**config.mk**
```make
export PLATFORM = sky130hd
export DESIGN_NAME = mode_ac_edge_detector_mc
export DESIGN_NICKNAME = d
export VERILOG_FILES = /design/src/rtl/mode_ac_pkg.sv /design/src/rtl/mode_ac_edge_channel.sv /design/src/rtl/mode_ac_edge_detector_mc.sv
export SDC_FILE = /design/constraint.sdc
export NUM_CORES = 1
export LEC_CHECK = 0
export CAP_MARGIN = 20
export CELL_PAD_IN_SITES_DETAIL_PLACEMENT = 2
export CELL_PAD_IN_SITES_GLOBAL_PLACEMENT = 2
export CORE_UTILIZATION = 37
export DETAILED_ROUTE_END_ITERATION = 16
export HOLD_SLACK_MARGIN = 0.02
export PLACE_DENSITY_LB_ADDON = 0.2
export SYNTH_ARGS = -nofsm -noshare
export SYNTH_HDL_FRONTEND = slang
export SYNTH_SLANG_ARGS = --single-unit
```
**constraint.sdc**
```tcl
create_clock -name clk -period 14.1 [get_ports clk]
set_clock_uncertainty 0.15 [all_clocks]
set_input_delay 1.41 -clock clk [delete_from_list [all_inputs] [get_ports clk]]
set_output_delay 1.41 -clock clk [all_outputs]
set_load 0.01 [all_outputs]
```
**src/rtl/mode_ac_pkg.sv**
```systemverilog
// Shared state encoding and default widths for the multi-channel edge detector.
// Latency and backpressure: not applicable (definitions only).
package mode_ac_pkg;

    localparam int DEF_WIDTH  = 32;
    localparam int DEF_NUM_CH = 2;
    localparam int DEF_RCW    = 4;
    localparam int DEF_TCW    = 16;
    localparam int DEF_PWW    = 16;

    typedef enum logic [2:0] {
        ST_IDLE     = 3'd0,
        ST_COUNTING = 3'd1,
        ST_HOLD     = 3'd2,
        ST_FALL     = 3'd3,
        ST_END      = 3'd4
    } state_t;

endpackage

```
**src/rtl/mode_ac_edge_channel.sv**
```systemverilog
// One detector channel: rise qualification, hold, hysteretic fall/timeout, end guard.
// Latency: pulses one cycle after the qualifying sample; backpressure: none, samples are strobed by data_valid.
module mode_ac_edge_channel
    import mode_ac_pkg::*;
#(
    parameter int WIDTH = DEF_WIDTH,
    parameter int RCW   = DEF_RCW,
    parameter int TCW   = DEF_TCW,
    parameter int PWW   = DEF_PWW
) (
    input  logic             clk,
    input  logic             rst_n,
    input  logic             data_valid,
    input  logic [WIDTH-1:0] data_in,
    input  logic [WIDTH-1:0] threshold,
    input  logic [RCW-1:0]   run_needed,
    input  logic [TCW-1:0]   hold_time,
    input  logic [TCW-1:0]   final_time,
    input  logic [TCW-1:0]   fall_timeout,
    input  logic [WIDTH-1:0] fall_margin,
    input  logic             ch_enable,
    input  logic             rearm,
    output logic             rise_edge,
    output logic             fall_edge,
    output logic             timeout,
    output logic             pw_valid,
    output logic             busy,
    output logic [PWW-1:0]   pulse_width
);

    state_t           state, state_nxt;
    logic [RCW-1:0]   run, run_nxt;
    logic [TCW-1:0]   timer, timer_nxt;
    logic [PWW-1:0]   pw_cnt, pw_cnt_nxt;
    logic [WIDTH-1:0] prev_val, prev_nxt;
    logic [WIDTH-1:0] fall_thr, fall_thr_nxt;
    logic [PWW-1:0]   pulse_width_nxt;
    logic             rise_nxt, fall_nxt, to_nxt, pwv_nxt;
    logic             do_rise;

    logic [PWW-1:0]   pw_inc;
    logic [RCW:0]     run_inc;

    assign pw_inc  = (&pw_cnt) ? pw_cnt : pw_cnt + PWW'(1);
    assign run_inc = {1'b0, run} + (RCW+1)'(1);
    assign busy    = (state == ST_HOLD) || (state == ST_FALL) || (state == ST_END);

    always_comb begin
        state_nxt       = state;
        run_nxt         = run;
        timer_nxt       = timer;
        pw_cnt_nxt      = pw_cnt;
        prev_nxt        = prev_val;
        fall_thr_nxt    = fall_thr;
        pulse_width_nxt = pulse_width;
        rise_nxt        = 1'b0;
        fall_nxt        = 1'b0;
        to_nxt          = 1'b0;
        pwv_nxt         = 1'b0;
        do_rise         = 1'b0;

        if (rearm || !ch_enable) begin
            state_nxt    = ST_IDLE;
            run_nxt      = '0;
            timer_nxt    = '0;
            pw_cnt_nxt   = '0;
            prev_nxt     = '0;
            fall_thr_nxt = '0;
        end else if (data_valid) begin
            prev_nxt = data_in;
            case (state)
                ST_IDLE: begin
                    if ((data_in >= threshold) && (data_in > prev_val)) begin
                        if (run_needed <= RCW'(1)) begin
                            do_rise = 1'b1;
                        end else begin
                            state_nxt = ST_COUNTING;
                            run_nxt   = RCW'(1);
                        end
                    end
                end
                ST_COUNTING: begin
                    // >= rather than == so a live drop of run_needed cannot strand the run
                    if (data_in > prev_val) begin
                        if (run_inc >= {1'b0, run_needed}) do_rise = 1'b1;
                        else                               run_nxt = run_inc[RCW-1:0];
                    end else begin
                        state_nxt = ST_IDLE;
                        run_nxt   = '0;
                    end
                end
                ST_HOLD: begin
                    pw_cnt_nxt = pw_inc;
                    if (timer == '0) begin
                        state_nxt = ST_FALL;
                        timer_nxt = fall_timeout;
                    end else begin
                        timer_nxt = timer - TCW'(1);
                    end
                end
                ST_FALL: begin
                    pw_cnt_nxt = pw_inc;
                    // timer parks at 0 when the timeout was disabled at load
                    if (data_in <= fall_thr) begin
                        fall_nxt        = 1'b1;
                        pwv_nxt         = 1'b1;
                        pulse_width_nxt = pw_inc;
                        timer_nxt       = final_time;
                        state_nxt       = ST_END;
                    end else if (timer == TCW'(1)) begin
                        to_nxt    = 1'b1;
                        timer_nxt = final_time;
                        state_nxt = ST_END;
                    end else if (timer != '0) begin
                        timer_nxt = timer - TCW'(1);
                    end
                end
                ST_END: begin
                    if (timer == '0) state_nxt = ST_IDLE;
                    else             timer_nxt = timer - TCW'(1);
                end
                default: begin
                    state_nxt = ST_IDLE;
                    run_nxt   = '0;
                    timer_nxt = '0;
                end
            endcase

            if (do_rise) begin
                rise_nxt     = 1'b1;
                fall_thr_nxt = (data_in >= fall_margin) ? data_in - fall_margin : '0;
                timer_nxt    = hold_time;
                pw_cnt_nxt   = '0;
                run_nxt      = '0;
                state_nxt    = ST_HOLD;
            end
        end
    end

    always_ff @(posedge clk or negedge rst_n) begin
        if (!rst_n) begin
            state       <= ST_IDLE;
            run         <= '0;
            timer       <= '0;
            pw_cnt      <= '0;
            prev_val    <= '0;
            fall_thr    <= '0;
            pulse_width <= '0;
            rise_edge   <= 1'b0;
            fall_edge   <= 1'b0;
            timeout     <= 1'b0;
            pw_valid    <= 1'b0;
        end else begin
            state       <= state_nxt;
            run         <= run_nxt;
            timer       <= timer_nxt;
            pw_cnt      <= pw_cnt_nxt;
            prev_val    <= prev_nxt;
            fall_thr    <= fall_thr_nxt;
            pulse_width <= pulse_width_nxt;
            rise_edge   <= rise_nxt;
            fall_edge   <= fall_nxt;
            timeout     <= to_nxt;
            pw_valid    <= pwv_nxt;
        end
    end

endmodule

```
**src/rtl/mode_ac_edge_detector_mc.sv**
```systemverilog
// NUM_CH independent edge-detector channels behind a shared reset synchroniser.
// Latency: pulses one cycle after the qualifying sample; backpressure: none.
module mode_ac_edge_detector_mc
    import mode_ac_pkg::*;
#(
    parameter int WIDTH  = DEF_WIDTH,
    parameter int NUM_CH = DEF_NUM_CH,
    parameter int RCW    = DEF_RCW,
    parameter int TCW    = DEF_TCW,
    parameter int PWW    = DEF_PWW
) (
    input  logic                    clk,
    input  logic                    rst_n,
    input  logic [NUM_CH-1:0]       data_valid,
    input  logic [NUM_CH*WIDTH-1:0] data_in,
    input  logic [NUM_CH*WIDTH-1:0] threshold,
    input  logic [RCW-1:0]          run_needed,
    input  logic [TCW-1:0]          hold_time,
    input  logic [TCW-1:0]          final_time,
    input  logic [TCW-1:0]          fall_timeout,
    input  logic [WIDTH-1:0]        fall_margin,
    input  logic [NUM_CH-1:0]       ch_enable,
    input  logic [NUM_CH-1:0]       rearm,
    output logic [NUM_CH-1:0]       rise_edge,
    output logic [NUM_CH-1:0]       fall_edge,
    output logic [NUM_CH-1:0]       timeout,
    output logic [NUM_CH-1:0]       pw_valid,
    output logic [NUM_CH-1:0]       busy,
    output logic [NUM_CH*PWW-1:0]   pulse_width
);

    // assertion is immediate, release takes two clk edges
    logic [1:0] rst_sync;
    logic       rst_core_n;

    always_ff @(posedge clk or negedge rst_n) begin
        if (!rst_n) rst_sync <= 2'b00;
        else        rst_sync <= {rst_sync[0], 1'b1};
    end

    assign rst_core_n = rst_sync[1];

    for (genvar k = 0; k < NUM_CH; k++) begin : g_ch
        mode_ac_edge_channel #(
            .WIDTH (WIDTH),
            .RCW   (RCW),
            .TCW   (TCW),
            .PWW   (PWW)
        ) u_ch (
            .clk          (clk),
            .rst_n        (rst_core_n),
            .data_valid   (data_valid[k]),
            .data_in      (data_in[k*WIDTH +: WIDTH]),
            .threshold    (threshold[k*WIDTH +: WIDTH]),
            .run_needed   (run_needed),
            .hold_time    (hold_time),
            .final_time   (final_time),
            .fall_timeout (fall_timeout),
            .fall_margin  (fall_margin),
            .ch_enable    (ch_enable[k]),
            .rearm        (rearm[k]),
            .rise_edge    (rise_edge[k]),
            .fall_edge    (fall_edge[k]),
            .timeout      (timeout[k]),
            .pw_valid     (pw_valid[k]),
            .busy         (busy[k]),
            .pulse_width  (pulse_width[k*PWW +: PWW])
        );
    end

endmodule

```
Word-level counts from Yosys, hierarchy flattened
Index checks and enable logic that the tools add are counted.

storage, ports and cells
  register bits = 246
  input bits = 220
  output and inout port bits = 42
  word-level logic and storage cells = 229

operators by class
  add/sub/neg operators = 8
  order comparisons = 11
  eq/ne operators = 32
  mux-type cells = 113
  bitwise logic cells = 2
  reductions and logical operators = 42

operators by type and width
  cell                                                   number
  two-way mux 16 bit                                     26
  two-way mux 32 bit                                     12
  >= comparator 32 bit                                   4
  case mux 16 bit (4 select lines)                       2
  greater-than comparator 32 bit                         2
  less-or-equal comparator 32 bit                        2
  subtractor 32 bit                                      2
  two-way mux 3 bit                                      19
  two-way mux 4 bit                                      13
  two-way mux 1 bit                                      35
  adder 16 x 1 -> 16 bit, second input constant          2
  equality test 16 x 1 -> 1 bit, second input constant   2
  logical NOT 16 bit                                     2
  AND reduction 16 bit                                   2
  nonzero test 16 bit                                    2
  subtractor 16 x 1 -> 16 bit, second input constant     2
  case mux 3 bit (5 select lines)                        2
  inequality test 4 bit, second input constant           7
  case mux 4 bit (3 select lines)                        2
  AND reduction 4 bit                                    4
  AND reduction 7 bit                                    2
  equality test 3 x 2 -> 1 bit, second input constant    4
  inequality test 3 x 1 -> 1 bit, second input constant  4
  inequality test 4 x 3 -> 1 bit, second input constant  3
  other kinds (21)                                       51

Logic depth before layout (Yosys ltp)
  word-level depth = 10
  gate-level depth with buffers = 15

Hierarchy
A second synthesis with hierarchy kept.

second synthesis, totals
  cell total of the unflattened synthesis = 2458
  area total of the unflattened synthesis = 21072.7 µm²

modules (own cells, without submodules)
  module                                instances  cells an instance  area each (µm²)  seq. area each (µm²)
  mode_ac_edge_channel at g_ch[0].u_ch  1          1263               10787.8          3052.9
  mode_ac_edge_channel at g_ch[1].u_ch  1          1192               10231.1          3052.9
  mode_ac_edge_detector_mc              1          3                  53.8             50.0

Worst setup path before layout
OpenSTA, ideal clock, no wires.

  kind = input-to-reg
  start = input port data_in[0]
  end = register g_ch[0].u_ch.fall_thr[10]
  library setup time = 121 ps
  arrival time = 4176 ps
  path slack = 9653 ps
  cell stages on the path = 15
  buffers on the path = 1
  path through = inv_1 > ha_1 > inv_1 > fa_1 > a211oi_1 > o21bai_1 > o41ai_2 > a31oi_1 > o31ai_4 > o21ai_1 > a21oi_1 > nor3_1 > o31a_4 > buf_6 > a22o_1

between the ends
  word-level cells in the longest chain between the ends = 8

RTL lines
  item                                                                    RTL line                                                text
  start: declaration                                                      mode_ac_edge_detector_mc.sv:15                          input logic [NUM_CH*WIDTH-1:0] data_in,
  >= comparator 32 bit or greater-than comparator 32 bit (tied branches)  mode_ac_edge_channel.sv:73, mode_ac_edge_channel.sv:84
  logical AND 1 bit                                                       mode_ac_edge_channel.sv:73                              if ((data_in >= threshold) && (data_in > prev_val)) begin
  two-way mux 1 bit                                                       mode_ac_edge_channel.sv:73
  case mux 1 bit (2 select lines)                                         mode_ac_edge_channel.sv:71                              case (state)
  two-way mux 1 bit                                                       mode_ac_edge_channel.sv:69                              end else if (data_valid) begin
  two-way mux 1 bit                                                       mode_ac_edge_channel.sv:62                              if (rearm || !ch_enable) begin
  nonzero test 2 bit (no source line)                                     -
  AND reduction 2 bit (no source line)                                    -
  end signal: assignment                                                  mode_ac_edge_channel.sv:159                             fall_thr <= fall_thr_nxt;
  end: declaration                                                        mode_ac_edge_channel.sv:36                              logic [WIDTH-1:0] fall_thr, fall_thr_nxt;

Several ways; a longest one is shown, not always the timed one. The select of a mux whose other input is x is not followed.
A chain may end at the register's enable or synchronous reset.

Worst setup path in the final report
  start = input port data_in[41]
  end = register g_ch[1].u_ch.fall_thr[7]

between the ends
  word-level cells in the longest chain between the ends = 8

RTL lines
  item                                                                    RTL line
  >= comparator 32 bit or greater-than comparator 32 bit (tied branches)  mode_ac_edge_channel.sv:73, mode_ac_edge_channel.sv:84
  logical AND 1 bit                                                       mode_ac_edge_channel.sv:73
  two-way mux 1 bit                                                       mode_ac_edge_channel.sv:73
  case mux 1 bit (2 select lines)                                         mode_ac_edge_channel.sv:71
  two-way mux 1 bit                                                       mode_ac_edge_channel.sv:69
  two-way mux 1 bit                                                       mode_ac_edge_channel.sv:62
  nonzero test 2 bit (no source line)                                     -
  AND reduction 2 bit (no source line)                                    -
  end signal: assignment                                                  mode_ac_edge_channel.sv:159
  end: declaration                                                        mode_ac_edge_channel.sv:36

Several ways; a longest one is shown, not always the timed one. The select of a mux whose other input is x is not followed.

==> run metrics <==
setup repair after global routing missed its margin=false; cell type with the largest total area after synthesis=sky130_fd_sc_hd__dfrtp_1; number of antenna violations at the first check in global routing=1; die extent in y=237 microns; Post-Synthesis Cell Area=20300 sq um; leakage power figure=11.3 nW; total congestion overflow after global routing=0; post-route total power=0.00210 W; max incr delay on CP=0.94 ns; Arrival @ worst endpoint=6.21 ns; type of the worst min-delay path=reg2reg; actual transition at the worst max-transition pin=1.15 ns; Layout area overhead=21.2%; most frequent cell after synthesis=sky130_fd_sc_hd__ha_1; post-detailed-routing wire length=75600 microns; number of optimization iterations in the first detailed-route pass=5; clock tree buffer depth=3; setup violators final=0; most area-consuming cells after synthesis=sky130_fd_sc_hd__dfrtp_1, sky130_fd_sc_hd__ha_1, sky130_fd_sc_hd__inv_1; final weighted congestion in routability-driven placement=0.867; largest net degree at the start of global routing=70; DRC errors left=0; sequential share of the synthesized area=30.3%; Crit Path Class=in2reg; Place WS=7.57 ns; most prevalent standard cell on the critical path=sky130_fd_sc_hd__a21oi_1; clock insertion delay at the later pin of the skew report=0.55 ns; Fillers=5950; type of origin of the critical path=input pin; overall die area=55900 sq um; detailed placer's ending HPWL=58600 microns; number of nets produced by synthesis=2866; number of routed nets with antenna violations=0; DRC marker count from the first detailed-route iteration=861; Hold Buf Count CTS=0; count of flip-flops with a built-in enable after synthesis=0; Diodes inserted=0; Synth top area share=30.3%; min cycle time layout=5.93 ns; Mapped Cells=2372; Worst IR Drop VDD=67.4 uV; ranking of synthesized cells by instance count=sky130_fd_sc_hd__ha_1, sky130_fd_sc_hd__inv_1, sky130_fd_sc_hd__dfrtp_1; Reg clk slew, reported paths=0.06 ns; Post-Route Setup TNS=0 ns; most used flip-flop cell after synthesis=sky130_fd_sc_hd__dfrtp_1; final core utilization=45.6%; Setup crit end kind=flip-flop; count of unique library cells instantiated by Yosys=90; flops & latches, synth=246; vias in the first global route=21.8k; worst-case setup margin in the final layout=8.17 ns; count of buffers added by post-CTS timing repair for setup=0; Slowest cell on crit path=sky130_fd_sc_hd__a22o_1; max-capacitance violation count=0; hold violation total from the final report=0; met1 Use GR=31.9%; Row Count=85; Synthesis Warnings=0; GR Layer Usage met3=2.74%; layout cell share with drive strength beyond 1=4.58%; Avg Cell Area, Syn=8.58 sq um; count of port buffers added during placement=261; clock sink count=246; core area=54000 sq um; post-route insts no fill=3318; wire length of the first global-routing pass=121000 microns; total number of H-tree levels=2; grt met2 use=51.1%; total of cells resized after clock tree synthesis=0; initial core utilization=37.7%; tightest slew margin relative to the limit=23.3%; ordered cell list for the critical path=clkdlybuf4s50_1 > ha_1 > nand4_1 > or4_1 > a21oi_1 > o41ai_2 > a21oi_1 > a22o_1 > and2_1 > nand2_1 > o31ai_1; biggest fanout along the worst timing path=28; clock root buffer=sky130_fd_sc_hd__clkbuf_16; upper clock frequency limit=169 MHz; DP Cell Count=3259; Most Used Layer, Global Route=met2; Slew Viols, Final=0; status=completed; share of the clock period used by the worst path=42.1%; vias=19.1k; Async S/R FF share, synth=100%; detailed-route wire length per cell=22.8 microns; TritonCTS clock tree=done; Die Wd=237 microns; net total in the final layout=3094; routed via count divided by cell count=5.75; combined global-route utilization of all metal layers=27.1%; number of ports placed on the die boundary=262; Req. time, crit path=14.38 ns; power density over cell area=85.2 nW/um^2; CTS Buf Count=34
[where the power goes]
part / switching, W / leakage (nW) / total (W) / internal [W]
clock: 0.000352 / 0.533 / 0.000861 / 0.000509
sequential: 0.0000144 / 3.40 / 0.000732 / 0.000717
combinational: 0.000292 / 7.36 / 0.000508 / 0.000215
total: 0.000658 / 11.3 / 0.00210 / 0.00144
[path summary, 6_finish.rpt]
check	start	slack, ns	end	cells after the start
max reg2reg	g_ch[1].u_ch.prev_val[30]	9.25	g_ch[1].u_ch.fall_thr[7]	11
max	data_in[41]	8.17	g_ch[1].u_ch.fall_thr[7]	11
min	rst_sync[0]	0.20	rst_sync[1]	0
min reg2reg	rst_sync[0]	0.20	rst_sync[1]	0
min in group asynchronous	rst_sync[1]	0.31	g_ch[0].u_ch.prev_val[6]	0
max in group asynchronous	rst_sync[1]	11.30	g_ch[0].u_ch.pulse_width[6]	2
[cell families (layout without fill, tap and decap cells)]
family / count (synthesis) / in the layout / synth area share (%)
AO/OA/AOI/OAI: 666 / 666 / 22.1
flip-flops: 246 / 246 / 30.3
multiplexers: 82 / 82 / 4.12
buffers and inverters: 347 / 597 / 6.85
AND/OR/NAND/NOR: 656 / 656 / 15.4
XOR/XNOR: 100 / 100 / 4.30
adder cells (fa/ha/maj): 274 / 274 / 16.9
other: 1 / 1 / 0.0184
[layer usage]
metal / share of wire (%) / wire [microns]
met2: 53 / 39800
met5: 0.022 / 17
met3: 2.7 / 2070
met1: 42 / 31600
met4: 2.9 / 2160
[registers in the layout (all words and copies together) (netlist names)]
name / count
g_ch.u_ch.state: 6
g_ch.u_ch.timer: 32
g_ch.u_ch.fall_thr: 64
g_ch.u_ch.run: 8
g_ch.u_ch.pw_cnt: 32
g_ch.u_ch.pulse_width: 32
g_ch.u_ch.timeout: 2
g_ch.u_ch.prev_val: 64
g_ch.u_ch.fall_edge: 2
g_ch.u_ch.rise_edge: 2
rst_sync: 2
[stage by stage]
| stage | hold slack, ns | instance area, sq um |
|---|---|---|
| after floorplan | 0.181 | 20300 |
| after global placement | 0.186 | 23600 |
| after detailed placement | 0.190 | 23600 |
| after CTS | 0.203 | 24600 |
| after global routing | 0.204 | 24700 |
| final | 0.200 | 24700 |
[critical path: cells and delay by family]
family | cells | cell delay, ns
compound gates | 5 | 2.23
simple gates | 4 | 1.55
buf+inv | 1 | 0.58
fa+ha+maj | 1 | 0.40
[cell usage in the layout (no fill, tap or decap), drive strengths merged, types with 46 or more instances in the layout]
cell type      netlist  final
a21o                80     80
a21oi              160    160
a22o                58     58
clkbuf              48     50
clkdlybuf4s50        0    259
dfrtp              246    246
ha                 272    272
inv                259    260
mux2i               68     68
nand2              191    191
nand3               64     64
nand4               46     46
nor2               182    182
o21ai              158    158
xnor2               60     60
[final cells by class]
cell class	count	area, sq um	share of cell area, %
Tap cell	696	871	3.53
Sequential cell	246	6160	25.0
Clock buffer	50	1000	4.07
Clock inverter	8	68.8	0.279
Inverter	259	972	3.94
Multi-Input combinational cell	1779	12800	52.0
Timing Repair Buffer	280	2750	11.2
No activity file was read; power rests on OpenSTA's default activity.
